`src/rtl/goboard_switch_port.sv`:
```
// goboard_switch_port
//   Memory-mapped push-button input port for the Go Board CPU system.
//   Each of the four raw buttons passes through a 2-flop synchronizer and
//   a per-bit debouncer. A rising debounced level latches a sticky press
//   event and advances an 8-bit press counter. The CPU reads the level,
//   event and count registers over the data bus. It clears events by
//   writing 1 to the bits to clear, and clears the counter with any write.
//
// Ports
//   clk          12 MHz system clock
//   reset        synchronous, active-high
//   clk_en_i     CPU clock enable; qualifies bus writes
//   switch_i     raw buttons, asynchronous, 1 = pressed
//   addr_i       CPU data address
//   mem_write_i  CPU write strobe
//   wdata_i      CPU write data
//   hit_o        addr_i matches LEVEL/EVENT/COUNT address (combinational)
//   rdata_o      read data, 0 when no hit (combinational)
//   irq_o        registered OR of the event flags
module goboard_switch_port #(
  parameter int unsigned DEBOUNCE_CYCLES = 120000,
  parameter logic [31:0] LEVEL_ADDR      = 32'h0000_0018,
  parameter logic [31:0] EVENT_ADDR      = 32'h0000_001C,
  parameter logic [31:0] COUNT_ADDR      = 32'h0000_0020
) (
  input  logic        clk,
  input  logic        reset,
  input  logic        clk_en_i,
  input  logic [3:0]  switch_i,
  input  logic [31:0] addr_i,
  input  logic        mem_write_i,
  input  logic [31:0] wdata_i,
  output logic        hit_o,
  output logic [31:0] rdata_o,
  output logic        irq_o
);

  localparam int unsigned CW = $clog2(DEBOUNCE_CYCLES);
  localparam logic [CW-1:0] CNT_MAX = CW'(DEBOUNCE_CYCLES - 1);

  logic [3:0]    sync1_q, sync2_q;
  logic [3:0]    level_q, level_d;
  logic [CW-1:0] cnt_q [4];
  logic [CW-1:0] cnt_d [4];
  logic [3:0]    event_q, event_d;
  logic [7:0]    count_q, count_d;
  logic          irq_q;

  logic [3:0]    press;
  logic [2:0]    press_cnt;
  logic          wr_en;
  logic          hit_level, hit_event, hit_count;

  assign hit_level = (addr_i == LEVEL_ADDR);
  assign hit_event = (addr_i == EVENT_ADDR);
  assign hit_count = (addr_i == COUNT_ADDR);
  assign hit_o     = hit_level | hit_event | hit_count;
  assign wr_en     = mem_write_i & clk_en_i;

  // Debounce: the level follows the synchronized input only after the
  // input has differed from the level for DEBOUNCE_CYCLES consecutive samples.
  always_comb begin
    level_d = level_q;
    cnt_d   = cnt_q;
    for (int unsigned i = 0; i < 4; i++) begin
      if (sync2_q[i] == level_q[i]) begin
        cnt_d[i] = '0;
      end else if (cnt_q[i] == CNT_MAX) begin
        level_d[i] = sync2_q[i];
        cnt_d[i]   = '0;
      end else begin
        cnt_d[i] = cnt_q[i] + 1'b1;
      end
    end
  end

  // A press is a rising level, detected on the edge that the level updates.
  assign press = level_d & ~level_q;

  always_comb begin
    press_cnt = '0;
    for (int unsigned i = 0; i < 4; i++) begin
      press_cnt = press_cnt + {2'b00, press[i]};
    end
  end

  // A press landing on the same edge as a clear takes priority, so no
  // press is lost to a racing clear.
  always_comb begin
    event_d = event_q | press;
    count_d = count_q + {5'b0, press_cnt};
    if (wr_en && hit_event) begin
      event_d = (event_q & ~wdata_i[3:0]) | press;
    end
    if (wr_en && hit_count) begin
      count_d = {5'b0, press_cnt};
    end
  end

  always_ff @(posedge clk) begin
    if (reset) begin
      sync1_q <= '0;
      sync2_q <= '0;
      level_q <= '0;
      for (int unsigned i = 0; i < 4; i++) begin
        cnt_q[i] <= '0;
      end
      event_q <= '0;
      count_q <= '0;
      irq_q   <= 1'b0;
    end else begin
      sync1_q <= switch_i;
      sync2_q <= sync1_q;
      level_q <= level_d;
      cnt_q   <= cnt_d;
      event_q <= event_d;
      count_q <= count_d;
      irq_q   <= |event_q;
    end
  end

  assign irq_o = irq_q;

  always_comb begin
    rdata_o = '0;
    if (hit_level) begin
      rdata_o = {28'b0, level_q};
    end else if (hit_event) begin
      rdata_o = {28'b0, event_q};
    end else if (hit_count) begin
      rdata_o = {24'b0, count_q};
    end
  end

endmodule

```
`config.mk`:
```
export PLATFORM = sky130hd
export DESIGN_NAME = goboard_switch_port
export DESIGN_NICKNAME = d
export VERILOG_FILES = /design/src/rtl/goboard_switch_port.sv
export SDC_FILE = /design/constraint.sdc
export NUM_CORES = 1
export LEC_CHECK = 0
export CAP_MARGIN = 40
export CORE_UTILIZATION = 30
export CTS_BUF_LIST = sky130_fd_sc_hd__clkbuf_8
export DETAILED_ROUTE_END_ITERATION = 7
export DONT_BUFFER_PORTS = 1
export PLACE_DENSITY_LB_ADDON = 0.1
export SETUP_SLACK_MARGIN = 0.4
export SYNTH_ARGS = -nofsm -noshare
export SYNTH_HDL_FRONTEND = slang
export SYNTH_SLANG_ARGS = --single-unit
```
`constraint.sdc`:
```
create_clock -name clk -period 9 [get_ports clk]
set_input_delay 0 -clock clk [delete_from_list [all_inputs] [get_ports clk]]
set_output_delay 0 -clock clk [all_outputs]
set_load 0.05 [all_outputs]
```
== Yosys cells after proc, flatten, opt, wreduce, memory -nomap -nowiden ==
Cells that the tools add are included.
Widths: inputs -> output; s select.

* Input port bits: 72
* Output and inout port bits: 34
* Register bits: 93

* Reductions and logical operators: 8
* Add/subtract/negate cells: 8
* Bitwise operators: 9
* Equal/unequal tests: 11
* Muxes and demuxes: 13

{| class="wikitable"
|+ Operators with widths
! kind !! count
|-
| $add 17x1->17 const B || 4
|-
| $eq 17x17->1 const B || 4
|-
| $eq 32x5->1 const B || 2
|-
| $eq 32x6->1 const B || 1
|-
| $mux 8 || 3
|-
| $reduce_or 3->1 || 4
|-
| $add 8x3->8 || 1
|-
| $and 4x4->4 || 2
|-
| $mux 1 || 8
|-
| $not 4->4 || 2
|-
| $or 4x4->4 || 2
|-
| $eq 1x1->1 || 4
|-
| $mux 4 || 1
|-
| $reduce_or 4->1 || 1
|-
| $add 2x1->3 || 1
|-
| $add 3x1->3 || 1
|-
| $mux 3 || 1
|-
| $add 1x1->2 || 1
|-
| $logic_and 1x1->1 || 2
|-
| $or 1x1->1 || 2
|-
| $reduce_or 2->1 || 1
|-
| $and 1x1->1 || 1
|}

== Longest topological paths before layout ==
Gate-level depths: netlist of the first run.

* Depth in word-level cells: 9
* Gate-level depth with buffers: 15

== Worst setup path after synthesis of the first run ==
Ideal clock, no wire load.

* Path type: register to register
* From: register cnt_q[51] (netlist bit)
* To: register count_q[6]
* Arrival: 3.128 ns
* Stages on the path, launching flop included: 16
* Period minus slack after synthesis: 3.263 ns
* Buffers on the path: 1
* Slack: 5.737 ns
* Data required time: 8.864 ns
* Cells stage by stage: dfxtp_1 -> ha_1 -> and4_1 -> clkbuf_1 -> nand2_1 -> nand4b_1 -> fa_1 -> inv_1 -> ha_1 -> ha_1 -> inv_1 -> fa_1 -> nor2b_1 -> o2111ai_1 -> xor2_1 -> nor2_1

* Word-level cells in the longest chain between the ends: 8

{| class="wikitable"
|+ RTL lines
! element !! line !! RTL
|-
| from (decl) || 43 || <nowiki>logic [CW-1:0] cnt_q [4];</nowiki>
|-
| from (signal assigned) || 115 || <nowiki>cnt_q <= cnt_d;</nowiki>
|-
| $eq 17x17->1 || 68 || <nowiki>end else if (cnt_q[i] == CNT_MAX) begin</nowiki>
|-
| $mux 1 || 68 ||
|-
| $mux 1 || 66 || <nowiki>if (sync2_q[i] == level_q[i]) begin</nowiki>
|-
| $and 4x4->4 || 78 || <nowiki>assign press = level_d & ~level_q;</nowiki>
|-
| $add 1x1->2 || 83 || <nowiki>press_cnt = press_cnt + {2'b00, press[i]};</nowiki>
|-
| $add 2x1->3 || 83 ||
|-
| $add 3x1->3 || 83 ||
|-
| $add 8x3->8 || 91 || <nowiki>count_d = count_q + {5'b0, press_cnt};</nowiki>
|-
| to (signal assigned) || 117 || <nowiki>count_q <= count_d;</nowiki>
|-
| to (decl) || 46 || <nowiki>logic [7:0] count_q, count_d;</nowiki>
|}

No other way between the ends.
A chain may end at the register's enable or synchronous reset.

== Worst setup path after layout of the first run ==
* From: register cnt_q[36] (netlist bit)
* To: register count_q[3]

The elaborated chain is that of the path after synthesis.

==> impl_results.md, run 1 <==
* CP dominant cell by count: ha_1
* # rows at 45
* Final Max Tran Viols at 0
* F_max at 280 MHz
* Post-synthesis mux area share at 1.30%
* Residual DRC count at 0
* Mean post-synth cell area at 8.60 um^2
* Net Sw Frac at 25.9%
* Worst Tran Pin Value at 0.791 ns
* Clk network pwr share at 36.5%
* First-pass GRT wire length at 17.4 mm
* Slowest stage delay, CP at 0.57 ns
* Layout cells sized above 1 at 4.68%
* TNS Setup at 0 ns
* Initial antenna violation count at 0
* Detail Route Antenna Nets at 0
* Hold WC Path Type: primary input to flop
* Remaining Overflow, GRT at 0
* Wirelength per Cell at 13.4 um
* Unique masters post-synth at 48
* YS warnings at 0
* Post-synth ARST share at 0%
* Core area at 15300 um^2
* Pint at 0.000527 W
* Slowest CP cell: fa_1
* Drt pass-1 iters at 4
* Final instance area at 5100 um^2
* Final worst path period share at 39.7%
* Max-cap violations at 0
* Simple-gate area share of the yosys netlist at 31.5%
* Ys flop type: dfxtp_1
* Post-synth EDFFs at 0
* GRT Overall Usage at 13.6%
* Largest delay share family, worst path: adder cells
* Crit end category: flop
* Rel. slew slack at 47.1%
* Vias in the first global route at 3584
* Sequential share of power at 58.4%
* CTS H-tree lvls at 3
* Combinational power share at 5.2%
* RD Place Congestion at 0.753
* Die ar. at 16200 um^2
* Post-synth top area share at 39.6%
* N_diodes at 0
* Placed cell area at 4790 um^2
* VDD IR-drop max at 0.0719 mV
* CP Class: flop to flop
* DP HPWL at 7.39 mm
* Post-synthesis cell area at 4710 um^2
* Ports at 106
* Sw power at 0.000184 W
* CP bufs+invs at 1
* CTS Buffer Depth at 2
* Run status: complete, no violations
* Post-Synth Adder-Cell Area at 3.24%
* CP Launch Point: cnt_q[36]$_SDFF_PP0_
* Port Buffers at 0
* Fillers at 1595
* Post-CTS Setup Bufs at 0
* Clock sink count at 93
* Hold Vio Cnt, Final at 0
* Pwr Density at 139 nW/um^2
* DR iter-0 viols at 226
* Commonest cells in the netlist: 93 x dfxtp_1, 66 x nor2_1, 37 x xor2_1
* Gate Count Post-Synth at 547
* Total CTS buffers at 9
* Synth-to-layout area growth at 8.43%
* Compound-Gate Fraction of Synth Area at 7.44%
* RSZ-0062 raised after global routing: false
* Cell with the most instances after synthesis: dfxtp_1
* Nets at 635
* Leakage power total at 1.65 nW
* Sequential-to-total area share from yosys stat at 39.6%
* Critical path required time at 9.25 ns
* Hold buffers post-CTS at 13
* Die height at 127 um
* Hold path startpoint: addr_i[2]
* Total number of vias at 3631
* Vias/cell at 4.73
* Largest family of logic cells by synthesized area: simple AND/OR/NAND/NOR gates
* Post-CTS Resized at 0
* Crit path DAT at 3.82 ns
* Synth Area in XOR/XNOR at 9.86%
* CTS clk-pin slew, worst paths at 0.10 ns
* Crit path time final at 3.57 ns
* Startpoint Class: flop
* WL final at 10.3 mm
* Synth Register Bits at 93
* Total power at 0.000710 W
* TritonCTS clock tree: built
* Clock root buffer: clkbuf_8
* Final Skew at 0.0135 ns
* Synth area leader: dfxtp_1
* Setup violations, final at 0
* Cell Chain, Critical Path: and4_1 > nand2_1 > nand4b_1 > fa_1 > inv_1 > ha_1 > ha_1 > ha_1 > a21o_1 > a21oi_1 > xor2_1 > nor2_1
* CP Max Fanout at 10
* Reg-to-Reg Start: cnt_q[36]$_SDFF_PP0_
* Starting density of the core at 30.8%
* Clock latency on the worst-skew pair at 0.38 ns
* Synth area leaders: dfxtp_1 40%, xor2_1 6.9%, nor2_1 5.3%, buf_4 3.8%, nand3_1 3.5%
* Pin count of the biggest net entering global routing at 21
* Die width at 127 um
-- tightest hold or removal path: cells and delay by family --
family,cells,cell delay [ns]
simple gates,2,0.23
compound gates,1,0.16
-- final timing paths --
| kind | endpoint | depth (start not counted) | slack, ns |
|---|---|---|---|
| min | count_q[6]$_SDFF_PP0_ | 3 | 0.04 |
| max reg2reg | count_q[3]$_SDFF_PP0_ | 12 | 5.43 |
| min reg2reg | sync2_q[3]$_SDFF_PP0_ | 1 | 0.44 |
| max | count_q[3]$_SDFF_PP0_ | 12 | 5.43 |
-- per-layer routing --
| layer | GRT usage (%) | vias to the layer above | wire [um] |
|---|---|---|---|
| met1 | 17.0 | 1693 | 4860 |
| met2 | 22.5 | 39 | 5000 |
| met3 | 4.19 | 6 | 343 |
| met5 | 0 | - | 0 |
| met4 | 3.78 | 0 | 93 |
| li1 | - | 1893 | - |
-- flip-flops by register name, indices dropped and copies added, names as in the netlist --
register	flops
cnt_q	68
count_q	8
event_q	4
level_q	4
sync1_q	4
sync2_q	4
irq_o	1
-- final cells by class --
type                       count  area, um^2  area share, %
multi-input combinational    416        2600           50.9
sequential                    93        1860           36.5
tap                          211         264           5.17
clock buffer                  10         138           2.70
timing repair buffer          14         135           2.65
inverter                      18        67.6           1.32
clock inverter                 5        37.5          0.736
-- stage by stage --
stage / setup WS, ns / hold slack [ns] / utilization (%) / std cells
6_report: 5.43 / 0.0387 / 33.4 / 767
5_1_grt: 5.18 / 0.0880 / 33.4 / 767
4_1_cts: 5.41 / 0.00181 / 33.4 / 766
3_5_place_dp: 5.43 / 0.0761 / 31.4 / 738
3_3_place_gp: 5.42 / 0.0774 / 31.4 / 738
2_1_floorplan: 5.74 / 0.110 / - / 570
-- power groups by stage --
stage          combinational, W  clock [W]  sequential (W)
5_1_grt               0.0000396   0.000289        0.000415
4_1_cts               0.0000369   0.000274        0.000415
2_1_floorplan         0.0000397          0        0.000424
3_5_place_dp          0.0000316          0        0.000424
3_3_place_gp          0.0000316          0        0.000424
6_report              0.0000367   0.000259        0.000415
-- cell usage in the layout, fill, tap and decap left out, drive strengths merged, types with 2 or more instances in the layout --
| master | Yosys | layout |
|---|---|---|
| nor4 | 13 | 13 |
| dlygate4sd3 | 0 | 13 |
| or4b | 3 | 3 |
| and2 | 6 | 6 |
| nand4bb | 2 | 2 |
| nand2 | 31 | 31 |
| or2 | 4 | 4 |
| a21oi | 26 | 26 |
| and4 | 14 | 14 |
| o21ai | 16 | 16 |
| or3 | 13 | 13 |
| clkinvlp | 0 | 2 |
| xor2 | 37 | 37 |
| clkinv | 1 | 4 |
| nand3 | 33 | 33 |
| nor3 | 7 | 7 |
| clkbuf | 14 | 11 |
| dfxtp | 93 | 93 |
| o31ai | 4 | 4 |
| o41ai | 2 | 2 |
| nor4b | 3 | 3 |
| nand4 | 23 | 23 |
| fa | 2 | 2 |
| and3 | 11 | 11 |
| nor4bb | 3 | 3 |
| a311oi | 2 | 2 |
| o21a | 5 | 5 |
| or4 | 7 | 7 |
| ha | 9 | 9 |
| mux2i | 5 | 5 |
| nand4b | 8 | 8 |
| nor2 | 66 | 66 |
| xnor2 | 16 | 16 |
| nor2b | 14 | 14 |
| conb | 1 | 24 |
| nor3b | 2 | 2 |
| inv | 17 | 17 |
-- kinds of logic after synthesis --
| family | Yosys count |
|---|---|
| other cells | 1 |
| fa+ha+maj | 11 |
| xor+xnor | 53 |
| flops | 93 |
| simple gates | 264 |
| buf+inv | 61 |
| compound gates | 58 |
| mux | 6 |
(Power assumes the default switching activity.)
==> run 2: changes to the inputs <==
--- a/config.mk
+++ b/config.mk
@@ -5,6 +5,7 @@
 export SDC_FILE = /design/constraint.sdc
 export NUM_CORES = 1
 export LEC_CHECK = 0
+export ABC_AREA = 1
 export CAP_MARGIN = 40
 export CORE_UTILIZATION = 30
 export CTS_BUF_LIST = sky130_fd_sc_hd__clkbuf_8
==> constraint.sdc (replaced) <==
create_clock -name clk -period 3.1 [get_ports clk]
set_input_delay 0 -clock clk [delete_from_list [all_inputs] [get_ports clk]]
set_output_delay 0 -clock clk [all_outputs]
set_load 0.05 [all_outputs]
==> run 2 against run 1 <==
Compared with the run above: non-clock buffer count grew 61; flip-flop and latch count is the same; critical endpoint is now count_q[6]$_SDFF_PP0_; largest power group unchanged; critical path type unchanged; wire length grew 13%; total power grew to 2.9 times the previous value; clock power grew to 2.9 times the previous value; final area grew 23%; critical path depth grew 4; global-route usage grew 0.41 points; sequential power grew to 2.9 times the previous value; register-to-register slack lost 5.3 ns.
==> impl_results.md, run 2 <==
* Crit end category: flop
* TNS Setup at 0 ns
* RD Place Congestion at 0.788
* F_max at 334 MHz
* GRT Overall Usage at 14.0%
* Starting density of the core at 30.7%
* Ports at 106
* Final Non-Filler Cells at 1000
* Residual DRC count at 0
* Rel. slew slack at 40.7%
* Die height at 132 um
* Detail Route Antenna Nets at 0
* Commonest cells in the netlist: 120 x nand2_1, 116 x nor2_1, 93 x dfxtp_1
* Fin Hold WS at 0.0236 ns
* Mean post-synth cell area at 7.27 um^2
* Total CTS buffers at 9
* Sequential-to-total area share from yosys stat at 36.7%
* Vias/cell at 4.45
* Slowest stage delay, CP at 0.54 ns
* Combinational power share at 5.5%
* DP HPWL at 8.44 mm
* N_diodes at 0
* Synth area leaders: dfxtp_1 37%, nand2_1 8.9%, nor2_1 8.6%, inv_1 6.6%, buf_4 3.7%
* Clock sink count at 93
* Net Sw Frac at 27.0%
* Drt pass-1 iters at 5
* Slowest CP cell: fa_1
* Final Core Density at 37.9%
* Clock root buffer: clkbuf_8
* Final Max Tran Viols at 0
* Hold Vio Cnt, Final at 0
* VDD IR-drop max at 0.197 mV
* Die width at 132 um
* First-pass GRT wire length at 19.7 mm
* Pwr Density at 330 nW/um^2
* Synth area leader: dfxtp_1
* Post-synth ARST share at 0%
* Run status: complete, no violations
* Die ar. at 17400 um^2
* Ys flop type: dfxtp_1
* Port Buffers at 0
* Post-synth top area share at 36.7%
* Initial antenna violation count at 0
* Vias in the first global route at 4211
* Post-synthesis cell area at 5070 um^2
* Clk network pwr share at 36.3%
* Max reg flops at 68
* Total power at 0.00207 W
* RSZ-0062 raised after global routing: true
* Crit path DAT at 3.27 ns
* Max-cap violations at 0
* Gate Count Post-Synth at 697
* Most flops, register: cnt_q
* Core area at 16500 um^2
* Leakage power total at 2.33 nW
* CP Class: flop to flop
* YS warnings at 0
* Critical path required time at 3.38 ns
* Placed cells at 941
* CP dominant cell by count: ha_4
* Cell with the most instances after synthesis: nand2_1
* Synth-to-layout area growth at 23.6%
* CTS H-tree lvls at 3
* Layout cells sized above 1 at 22.6%
* Nets at 859
* Final worst path period share at 96.5%
* Setup violations, final at 0
* Sw power at 0.000559 W
* Clock latency on the worst-skew pair at 0.38 ns
* Remaining Overflow, GRT at 0
* Commonest non-fill, non-tap cell in the layout: nand2_1
* WL final at 11.6 mm
* WL met3 at 485 um
* Most frequent cells in the layout: 118 x nand2_1, 114 x nor2_1, 85 x dfxtp_1
* Final Skew at 0.0147 ns
* Fillers at 1733
* Crit path time final at 2.99 ns
* Met2 Wirelength at 5.43 mm
* Biggest regs: cnt_q x68, count_q x8
* Total area of sequential cells at 1870 um^2
* Worst Tran Pin Value at 0.886 ns
* Post-synth EDFFs at 0
* Pint at 0.00151 W
* CP Max Fanout at 3
* Startpoint Class: flop
* Unique masters post-synth at 41
* Multi-input logic area at 2970 um^2
* Hold WC Path Type: primary input to flop
* # rows at 47
* Pin count of the biggest net entering global routing at 21
* Sequential share of power at 58.2%
* TritonCTS clock tree: built
* DR iter-0 viols at 238
* Wirelength per Cell at 11.6 um
* Met1 wire length at 5.55 mm
* Uppermost layer routed: met4
* Cell Chain, Critical Path: ha_4 > nand3_4 > nor2_4 > nand4_4 > nor2_4 > nand2_2 > fa_1 > inv_2 > ha_4 > ha_4 > inv_2 > fa_2 > o21ai_4 > nand3_2 > xor2_1 > nor2_1
* CTS Buffer Depth at 2
* Total number of vias at 4446
* Synth Register Bits at 93
* CTS clk-pin slew, worst paths at 0.10 ns
==> run 2: cell types whose count changed after synthesis, sizes merged, moves of 13 or more <==
| cell | delta |
|---|---|
| and4 | -14 |
| or3 | -13 |
| xor2 | -18 |
| nor2b | -14 |
| nand2 | +101 |
| nor3 | +36 |
| inv | +77 |
| clkbuf | -13 |
| nor2 | +72 |
==> run 2: critical path: cells and delay by family (launching register included) <==
family / cells / cell delay (ns)
xor+xnor: 1 / 0.13
buf+inv: 2 / 0.09
flops: 1 / 0.36
compound gates: 1 / 0.16
fa+ha+maj: 5 / 1.49
simple gates: 7 / 0.65
==> run 2: cells by family (layout without fill, tap and decap cells) <==
family,Yosys count,count (layout),share of synthesized area [%]
DFF,93,93,36.7
AOI/OAI and AO/OA,47,47,5.28
buffers and inverters,124,184,11.8
other,1,24,0.0740
xor gates and xnor gates,28,28,4.84
and+or+nand+nor,393,393,38.2
adders and majority gates,11,11,3.01
==> run 2: metrics by stage <==
stage / setup slack, ns / instance area (um^2)
CTS: 0.0897 / 6090
finish: 0.109 / 6260
global route: -0.0414 / 6260
floorplan: 0.0879 / 5250
detailed placement: -0.0917 / 5510
global placement: -0.0279 / 5490
==> run 2: power groups by stage <==
stage | registers (W) | logic (W) | clock network, W
2_1_floorplan | 0.00123 | 0.000123 | 0
3_3_place_gp | 0.00123 | 0.000100 | 0
3_5_place_dp | 0.00123 | 0.000101 | 0
4_1_cts | 0.00121 | 0.000114 | 0.000796
5_1_grt | 0.00121 | 0.000122 | 0.000838
6_report | 0.00120 | 0.000114 | 0.000751
==> run 2: layout make-up <==
type	count	area share, %
clock buffer	9	1.98
clock inverter	6	0.660
inverter	94	5.68
timing repair buffer	75	9.87
multi-input combinational	503	47.5
sequential	93	29.9
tap	220	4.40
==> run 2: timing repair <==
| item | 4_1_cts | 5_1_grt |
|---|---|---|
| buffers inserted | 16 | 6 |
| cloned | 0 | 0 |
| setup endpoints to repair | 7 | 7 |
| hold buffers | 22 | 0 |
| pin swaps | 15 | 17 |
| endpoints found under the hold margin | 39 | 0 |
| gates resized for setup | 16 | 25 |
==> run 2: final timing paths <==
path                        start                    end  slack, ns  cells past startpoint
max           cnt_q[1]$_SDFF_PP0_  count_q[6]$_SDFF_PP0_       0.11                     16
min                         reset   cnt_q[35]$_SDFF_PP0_       0.02                      3
max reg2reg   cnt_q[1]$_SDFF_PP0_  count_q[6]$_SDFF_PP0_       0.11                     16
min reg2reg  cnt_q[17]$_SDFF_PP0_   cnt_q[17]$_SDFF_PP0_       0.45                      1
==> run 2: routing by layer <==
| layer | up-vias | GRT usage (%) |
|---|---|---|
| li1 | 2318 | - |
| met1 | 2009 | 18.1 |
| met2 | 109 | 22.7 |
| met3 | 10 | 3.23 |
| met4 | 0 | 5.10 |
| met5 | - | 0 |
==> run 3: changes to the inputs <==
--- a/config.mk
+++ b/config.mk
@@ -5,7 +5,6 @@
 export SDC_FILE = /design/constraint.sdc
 export NUM_CORES = 1
 export LEC_CHECK = 0
-export ABC_AREA = 1
 export CAP_MARGIN = 40
 export CORE_UTILIZATION = 30
 export CTS_BUF_LIST = sky130_fd_sc_hd__clkbuf_8
==> run 3 against run 2 <==
Compared with the run above: global-route usage rose by 0.20 points; worst setup slack got worse by 0.067 ns; register-to-register slack got worse by 0.07 ns; largest power group unchanged; first-iteration DRC count fell by 19%; sequential power barely moved.
==> impl_results.md, run 3 (synthesis results as in run 1) <==
* Run status: complete, no violations
* Port Buffers at 0
* Crit path time final at 3.06 ns
* # rows at 45
* Die width at 127 um
* Biggest regs: cnt_q x68, count_q x8
* Clock sink count at 93
* Total CTS buffers at 9
* Cell Chain, Critical Path: nand4b_1 > nor4b_2 > nand4b_1 > fa_1 > inv_2 > ha_4 > ha_4 > inv_2 > fa_2 > nor2b_4 > o2111ai_1 > xor2_1 > nor2_1
* Fillers at 1557
* Core area at 15300 um^2
* Setup violations, final at 0
* Remaining Overflow, GRT at 0
* First-pass GRT wire length at 18.2 mm
* Rel. slew slack at 47.4%
* Slowest CP cell: fa_1
* Vias in the first global route at 3768
* Most frequent cells in the layout: 86 x dfxtp_1, 66 x nor2_1, 46 x buf_4
* Clk network pwr share at 36.5%
* Reg2Reg Depth at 13
* Pint at 0.00155 W
* Clock latency on the worst-skew pair at 0.37 ns
* WP depth at 13
* RSZ-0062 raised after global routing: true
* Max reg flops at 68
* Synth-to-layout area growth at 18.4%
* Commonest non-fill, non-tap cell in the layout: dfxtp_1
* Ports at 106
* Sw power at 0.000517 W
* Startpoint Class: flop
* VDD IR-drop max at 0.163 mV
* Nets at 681
* CTS Buffer Depth at 2
* Final worst path period share at 98.7%
* CP Class: flop to flop
* Layout cells sized above 1 at 16.1%
* Worst Tran Pin Value at 0.782 ns
* Wirelength per Cell at 13.2 um
* WL final at 10.7 mm
* Combinational power share at 5.2%
* Largest delay share family, worst path: adder cells
* Pwr Density at 371 nW/um^2
* Die height at 127 um
* Slowest stage delay, CP at 0.59 ns
* Leakage power total at 1.89 nW
* Crit path DAT at 3.30 ns
* Sequential share of power at 58.3%
* DP HPWL at 7.91 mm
* Net Sw Frac at 25.1%
* TritonCTS clock tree: built
* Hold WC Path Type: primary input to flop
* CP bufs+invs at 2
* WHS Path Cells at 3
* TNS Setup at 0 ns
* Clock root buffer: clkbuf_8
* Fin Hold WS at 0.0211 ns
* CP Max Fanout at 2
* Drt pass-1 iters at 4
* Final Max Tran Viols at 0
* GRT Overall Usage at 14.2%
* Max-cap violations at 0
* Initial antenna violation count at 1
* Total number of vias at 3874
* Vias/cell at 4.76
* Critical path required time at 3.34 ns
* Pin count of the biggest net entering global routing at 20
* CTS H-tree lvls at 3
* F_max at 327 MHz
* Most flops, register: cnt_q
* Die ar. at 16200 um^2
* Detail Route Antenna Nets at 0
* Starting density of the core at 30.8%
* CTS clk-pin slew, worst paths at 0.10 ns
* Final Skew at 0.0152 ns
* Residual DRC count at 0
* Hold Vio Cnt, Final at 0
* Crit end category: flop
* RD Place Congestion at 0.745
* DR iter-0 viols at 192
run 3: area by class of cell:
type                       count  area [um^2]  area share, %
multi-input combinational    416         2710           48.6
tap                          211          264           4.74
timing repair buffer          60          485           8.71
clock inverter                 4         23.8          0.427
inverter                      18         67.6           1.21
sequential                    93         1870           33.6
antenna                        1         2.50         0.0449
clock buffer                  11          151           2.72
run 3: path summary, 6_finish.rpt:
kind / start / slack, ns / to
setup / recovery: cnt_q[64]$_SDFF_PP0_ / 0.04 / count_q[6]$_SDFF_PP0_
hold / removal: reset / 0.02 / count_q[2]$_SDFF_PP0_
setup reg to reg: cnt_q[64]$_SDFF_PP0_ / 0.04 / count_q[6]$_SDFF_PP0_
hold reg to reg: cnt_q[0]$_SDFF_PP0_ / 0.43 / cnt_q[0]$_SDFF_PP0_
run 3: power groups by stage:
stage               clock [W]  combinational [W]  sequential, W
floorplan                   0           0.000115        0.00123
CTS                  0.000795           0.000109        0.00120
global placement            0          0.0000923        0.00123
finish               0.000754           0.000108        0.00120
detailed placement          0          0.0000932        0.00123
global route         0.000843           0.000116        0.00120
run 3: through the flow:
stage	setup slack (ns)	cell area (um^2)	power [W]	util [%]	instances
floorplan	0.153	4880	0.00135	-	570
global placement	-0.0611	5190	0.00132	34.0	782
detailed placement	-0.0996	5200	0.00133	34.1	783
CTS	0.0269	5540	0.00211	36.3	813
global route	-0.122	5570	0.00216	36.5	814
finish	0.0413	5570	0.00207	36.5	814
run 3: worst register-to-register path, cell delays in order, from the launching register on:
cell and delay [ns]:
dfxtp_2 0.33, nand4b_1 0.18, nor4b_2 0.27, nand4b_1 0.21, fa_1 0.59, inv_2 0.04
ha_4 0.27, ha_4 0.13, inv_2 0.04, fa_2 0.38, nor2b_4 0.13, o2111ai_1 0.14
xor2_1 0.18, nor2_1 0.05
run 3: timing repair:
action	in CTS	in global routing
endpoints found under the setup margin	7	7
buffers inserted	2	0
hold buffers	13	0
gates resized for setup	5	7
hold endpoints to repair	20	0
pin swaps	6	3
run 3: layer usage:
metal	GRT usage, %	vias up	share of wire (%)	routed length [um]
li1	-	1985	-	-
met1	17.9	1788	50	5330
met2	23.3	91	45	4790
met3	4.10	10	4.7	501
met4	4.62	0	1.2	129
met5	0	-	0	0
